==> config.mk <==
export PLATFORM = sky130hd
export DESIGN_NAME = dac_capture_wb
export DESIGN_NICKNAME = d
export VERILOG_FILES = /design/src/rtl/dac_capture_pkg.sv /design/src/rtl/sample_fifo.sv /design/src/rtl/dac_capture_wb.sv
export SDC_FILE = /design/constraint.sdc
export NUM_CORES = 2
export LEC_CHECK = 0
export ABC_CLOCK_PERIOD_IN_PS = 3900
export CORE_MARGIN = 4
export CORE_UTILIZATION = 40
export DETAILED_ROUTE_END_ITERATION = 10
export GPL_TIMING_DRIVEN = 0
export PLACE_DENSITY_LB_ADDON = 0.15
export SLEW_MARGIN = 10
export SYNTH_ARGS = -nofsm -noshare
export SYNTH_HDL_FRONTEND = slang
export SYNTH_SLANG_ARGS = --single-unit
==> constraint.sdc <==
create_clock -name clk -period 3.9 [get_ports clk]
set_input_delay 0.585 -clock clk [delete_from_list [all_inputs] [get_ports clk]]
set_output_delay 0.585 -clock clk [all_outputs]
set_load 0.02 [all_outputs]
==> src/rtl/dac_capture_pkg.sv <==
// dac_capture_pkg: register map and CTRL/DATA bit positions of the DAC capture FIFO.
`default_nettype none

package dac_capture_pkg;

  localparam logic [1:0] REG_CTRL   = 2'd0;
  localparam logic [1:0] REG_DATA   = 2'd1;
  localparam logic [1:0] REG_THRESH = 2'd2;
  localparam logic [1:0] REG_DROPS  = 2'd3;

  // FLUSH is a write-only bit and EMPTY is a read-only bit, so both use position 2.
  localparam int CTRL_EN    = 0;
  localparam int CTRL_OVF   = 1;
  localparam int CTRL_FLUSH = 2;
  localparam int CTRL_EMPTY = 2;
  localparam int CTRL_FULL  = 3;

  localparam int DATA_VALID = 31;

endpackage

`default_nettype wire

==> src/rtl/sample_fifo.sv <==
// sample_fifo: synchronous frame FIFO with asynchronous head read and flush.
`default_nettype none

module sample_fifo #(
  parameter int WIDTH      = 32,
  parameter int DEPTH_LOG2 = 6
) (
  input  logic                  clk,
  input  logic                  reset,
  input  logic                  push,
  input  logic [WIDTH-1:0]      push_data,
  input  logic                  pop,
  input  logic                  flush,
  output logic [WIDTH-1:0]      head_data,
  output logic [DEPTH_LOG2:0]   level,
  output logic                  full,
  output logic                  empty
);

  localparam int DEPTH = 1 << DEPTH_LOG2;

  logic [WIDTH-1:0]      mem [DEPTH];
  logic [DEPTH_LOG2-1:0] wr_ptr;
  logic [DEPTH_LOG2-1:0] rd_ptr;
  logic                  do_pop;
  logic                  do_push;

  assign empty     = (level == '0);
  assign full      = (level == (DEPTH_LOG2+1)'(DEPTH));
  assign head_data = mem[rd_ptr];

  // Pop is evaluated first so a full FIFO still accepts a push that coincides with a pop.
  assign do_pop  = pop && !empty && !flush;
  assign do_push = push && (!full || do_pop) && !flush;

  always_ff @(posedge clk) begin
    if (do_push) begin
      mem[wr_ptr] <= push_data;
    end
  end

  always_ff @(posedge clk) begin
    if (reset) begin
      wr_ptr <= '0;
      rd_ptr <= '0;
      level  <= '0;
    end else if (flush) begin
      rd_ptr <= wr_ptr;
      level  <= '0;
    end else begin
      if (do_push) wr_ptr <= wr_ptr + 1'b1;
      if (do_pop)  rd_ptr <= rd_ptr + 1'b1;
      if (do_push && !do_pop) begin
        level <= level + 1'b1;
      end else if (do_pop && !do_push) begin
        level <= level - 1'b1;
      end
    end
  end

endmodule

`default_nettype wire

==> src/rtl/dac_capture_wb.sv <==
// dac_capture_wb: Wishbone-readable capture FIFO for decoded multi-channel DAC frames.
`default_nettype none

module dac_capture_wb
  import dac_capture_pkg::*;
#(
  parameter int CHANNELS   = 2,
  parameter int SAMPLE_W   = 16,
  parameter int DEPTH_LOG2 = 6,
  parameter int DW         = 32
) (
  input  logic                         clk,
  input  logic                         reset,
  input  logic                         pcm_valid,
  input  logic [CHANNELS*SAMPLE_W-1:0] pcm_data,
  input  logic [1:0]                   wb_addr,
  input  logic [DW-1:0]                wb_wdata,
  input  logic                         wb_we,
  input  logic                         wb_cyc,
  output logic [DW-1:0]                wb_rdata,
  output logic                         wb_ack,
  output logic                         irq
);

  localparam int FRAME_W = CHANNELS * SAMPLE_W;

  logic                       enable;
  logic                       overflow;
  logic [DEPTH_LOG2:0]        thresh;
  logic [15:0]                drops;
  logic [3:0]                 ch_idx;

  logic [FRAME_W-1:0]         head_data;
  logic [DEPTH_LOG2:0]        level;
  logic                       full;
  logic                       empty;

  logic                       access;
  logic                       ctrl_wr;
  logic                       flush;
  logic                       clear_ovf;
  logic                       data_rd;
  logic                       last_ch;
  logic                       pop;
  logic                       push_req;
  logic                       drop;
  logic signed [SAMPLE_W-1:0] sample;
  logic [23:0]                sample_ext;
  logic [DW-1:0]              rdata_next;
  logic                       unused_wdata;

  assign unused_wdata = &{1'b0, wb_wdata};

  // Side effects only on the first cycle of an access, so a held cyc acts once.
  assign access    = wb_cyc && !wb_ack;
  assign ctrl_wr   = access && wb_we && (wb_addr == REG_CTRL);
  assign flush     = ctrl_wr && wb_wdata[CTRL_FLUSH];
  assign clear_ovf = ctrl_wr && wb_wdata[CTRL_OVF];
  assign data_rd   = access && !wb_we && (wb_addr == REG_DATA) && !empty;
  assign last_ch   = (ch_idx == 4'(CHANNELS - 1));
  assign pop       = data_rd && last_ch;
  assign push_req  = pcm_valid && enable;
  assign drop      = push_req && full && !pop && !flush;

  assign sample     = head_data[ch_idx*SAMPLE_W +: SAMPLE_W];
  assign sample_ext = 24'(sample);

  sample_fifo #(
    .WIDTH      (FRAME_W),
    .DEPTH_LOG2 (DEPTH_LOG2)
  ) u_fifo (
    .clk       (clk),
    .reset     (reset),
    .push      (push_req),
    .push_data (pcm_data),
    .pop       (pop),
    .flush     (flush),
    .head_data (head_data),
    .level     (level),
    .full      (full),
    .empty     (empty)
  );

  always_comb begin
    rdata_next = '0;
    if (access && !wb_we) begin
      case (wb_addr)
        REG_CTRL: begin
          rdata_next[CTRL_EN]    = enable;
          rdata_next[CTRL_OVF]   = overflow;
          rdata_next[CTRL_EMPTY] = empty;
          rdata_next[CTRL_FULL]  = full;
          rdata_next[31:16]      = 16'(level);
        end
        REG_DATA: begin
          if (!empty) begin
            rdata_next[23:0]       = sample_ext;
            rdata_next[27:24]      = ch_idx;
            rdata_next[DATA_VALID] = 1'b1;
          end
        end
        REG_THRESH: rdata_next[DEPTH_LOG2:0] = thresh;
        default:    rdata_next[15:0] = drops;
      endcase
    end
  end

  always_ff @(posedge clk) begin
    if (reset) begin
      wb_ack   <= 1'b0;
      wb_rdata <= '0;
      irq      <= 1'b0;
      enable   <= 1'b0;
      overflow <= 1'b0;
      thresh   <= '0;
      drops    <= '0;
      ch_idx   <= '0;
    end else begin
      wb_ack   <= access;
      wb_rdata <= rdata_next;
      irq      <= enable && (thresh != '0) && (level >= thresh);

      if (ctrl_wr) enable <= wb_wdata[CTRL_EN];
      if (access && wb_we && (wb_addr == REG_THRESH)) thresh <= wb_wdata[DEPTH_LOG2:0];

      if (clear_ovf) begin
        overflow <= 1'b0;
        drops    <= '0;
      end else if (drop) begin
        overflow <= 1'b1;
        if (drops != 16'hFFFF) drops <= drops + 1'b1;
      end

      if (flush) begin
        ch_idx <= '0;
      end else if (data_rd) begin
        ch_idx <= last_ch ? 4'd0 : ch_idx + 1'b1;
      end
    end
  end

endmodule

`default_nettype wire

==> metrics.txt <==
synthesized area per cell 22.0 um^2; CTS tree done; commonest non-fill, non-tap cells in the layout edfxtp_1, mux4_2, clkbuf_16; Post-Syn Area 0.0823 mm^2; Max Root-Sink Buffers 3; Pwr per Cell Area 473 mW/mm^2; Starting Density 40.2%; final cell count without fillers 7128; leakage power figure 0.0300 uW; dominant synthesized flop cell edfxtp_1; Placer Congestion 0.844; Critical Path RT 4.62 ns; Least-Margin Pin Slew 1.43 ns; sequential group share of total power 54.1%; sw frac 20.6%; FMAX 254 MHz; flops & latches, synth 2133; Worst Clk Skew 0.0448 ns; Syn-to-layout area delta 19.2%; top cells by area, synth edfxtp_1, mux4_2, dfxtp_1; grt total ovfl 0; area share of the largest cell type after synthesis 74.7%; WL per Instance 37.2 um; clk_lat worst skew 0.89 ns; CP arrival 4.66 ns; Synth async-reset ratio 0%; CP Launch Type register; Ys Warns 0; clock network power share 44.6%; worst setup path endpoint wb_rdata[13]$_SDFF_PP0_; Synth area leader edfxtp_1; CP Capture Type register; leading cell type in the layout, fill and taps excluded edfxtp_1; Inst Count DP 6672; number of synthesized flops with an enable pin 2048; first-pass GRT wire length 361000 um; vias in the first global route 42662; fin util 48.0%; Port Buffers 75; part of the cycle the worst path needs 101%; status finished, violations left; Peak VDD IR 0.000484 V; Max-slew headroom 4.72%; DRT iter0 DRCs 5798; GRT Util Overall 24.8%; reg2reg setup slack -0.04 ns; Pint 36800 uW; crit path max fanout 10; post-route ant nets 0; Area after DPL 0.0904 mm^2; largest net degree at the start of global routing 61; dpl hpwl 181000 um; nets 4328; # DRC 3; Reg clk slew, reported paths 0.06 ns; IO Count 105; sequential-to-total area share from yosys stat 76.8%; Hold Crit Class input pin to register; number of CTS-inserted buffers 218; layout cell share with drive strength beyond 1 29.7%; violated checks DRC, setup timing; net load switching power 9550 uW; worst setup margin -0.0351 ns; RSZ-0062 raised after global routing no; Comb pwr share 1.3%; Max Transition Viols Final 0; Final Hold Vio Count 0; Via density 6.06; die width 462 um; synth unique cells 79; Max Cap Violations 0; final setup TNS -0.0876 ns; vias 43213; clk sinks 2133; R2R cell count 7; TritonRoute pass-1 iters 8; H-tree lvl count 4; Setup Viol. Count Final 3; core area 0.205 mm^2; clock root buffer master clkbuf_16; terminus of the critical flop-to-flop path wb_rdata[13]$_SDFF_PP0_; Final min period 3.94 ns; kind of critical path register to register; fin area 0.0981 mm^2; Row Count 166; DRT Wirelength 265000 um; Mapped Cells 3743; Die H 462 um; initial antenna violation count 16; die area 0.213 mm^2
## final cells by class
class / count / area, um^2
Multi-Input combinational cell: 1393 / 18400
Buffer: 198 / 1380
Clock inverter: 133 / 1200
Antenna cell: 9 / 22.5
Timing Repair Buffer: 275 / 4580
Clock buffer: 279 / 5890
Sequential cell: 2133 / 63200
Fill cell: 16573 / 106000
Tap cell: 2688 / 3360
Inverter: 20 / 80.1
## critical path: stages (launching register included)
cell and delay, ns:
dfxtp_1 0.49, clkbuf_1 0.57, buf_4 0.47, clkbuf_2 0.60
buf_4 0.52, mux2i_1 0.57, o211ai_1 0.22, a31o_1 0.32
## worst min-delay path by stage
stage                           from                      endpoint  slack, ns  depth (start not counted)
6_report                pcm_data[16]  u_fifo.mem[58][16]$_DFFE_PP_       0.07                          1
2_1_floorplan  overflow$_SDFFE_PP0P_         overflow$_SDFFE_PP0P_       0.43                          2
5_1_grt                 pcm_data[16]  u_fifo.mem[58][16]$_DFFE_PP_       0.04                          1
3_5_place_dp   overflow$_SDFFE_PP0P_         overflow$_SDFFE_PP0P_       0.45                          2
3_3_place_gp   overflow$_SDFFE_PP0P_         overflow$_SDFFE_PP0P_       0.44                          2
4_1_cts                 pcm_data[16]  u_fifo.mem[58][16]$_DFFE_PP_       0.01                          1
## synth_stat cells (17+ instances only)
cell type / number
dfxtp_1: 85
mux4_1: 25
nand4_1: 17
xor2_1: 18
a22oi_1: 46
mux2i_1: 113
edfxtp_1: 2048
nand2_1: 88
o221ai_1: 31
o21ai_0: 28
nor2_1: 150
o22ai_1: 25
inv_1: 18
buf_4: 27
buf_2: 53
mux4_2: 510
nor3_1: 27
a21oi_1: 46
ha_1: 17
buf_1: 19
clkbuf_1: 66
nand3_1: 46
## cells by family (layout without fill, tap and decap cells)
group	Yosys count	after routing	share of synthesized area, %
flops	2133	2133	76.8
mux	661	661	16.3
simple gates	410	410	2.36
compound gates	274	274	2.40
buf+inv	219	905	1.59
xor+xnor	27	27	0.287
fa+ha+maj	18	18	0.283
other cells	1	12	0.00456
## power groups by stage
| stage | Combinational (uW) | Sequential [uW] | Clock [uW] |
|---|---|---|---|
| 6_report | 619 | 25100 | 20700 |
| 5_1_grt | 662 | 25100 | 21900 |
| 2_1_floorplan | 104 | 25600 | 0 |
| 3_3_place_gp | 518 | 25600 | 0 |
| 3_5_place_dp | 613 | 25600 | 0 |
| 4_1_cts | 616 | 25100 | 21000 |
## timing repair
action,4_1_cts,5_1_grt
hold endpoints to repair,13,0
gates cloned,0,0
setup buffers,29,4
endpoints found under the setup margin,1181,343
resized for setup,71,20
hold buffers,3,0
pin swaps,16,3
## registers in the layout (all words and copies together), names as in the netlist, named ones only
register,count
enable,1
wb_rdata,29
u_fifo.rd_ptr,6
u_fifo.mem,2048
overflow,1
wb_ack,1
u_fifo.wr_ptr,6
thresh,7
drops,16
irq,1
u_fifo.level,7
ch_idx,4
## stage by stage
| step | setup WS (ns) | power [uW] | hold slack (ns) |
|---|---|---|---|
| 2_1_floorplan | -0.0213 | 25700 | 0.426 |
| 3_5_place_dp | -1.21 | 26200 | 0.445 |
| 6_report | -0.0351 | 46400 | 0.0660 |
| 3_3_place_gp | -4.13 | 26100 | 0.441 |
| 4_1_cts | 0.000901 | 46700 | 0.0114 |
| 5_1_grt | 0.00239 | 47600 | 0.0400 |
## routing by layer
layer / vias to the layer above / GRT usage [%] / part of all wire (%)
li1: 16890 / - / -
met4: 12 / 9.72 / 4.3
met5: - / 0 / 0.030
met1: 23463 / 34.9 / 41
met3: 518 / 5.39 / 9.0
met2: 2330 / 37.9 / 46
No activity file was read; power rests on OpenSTA's default activity.
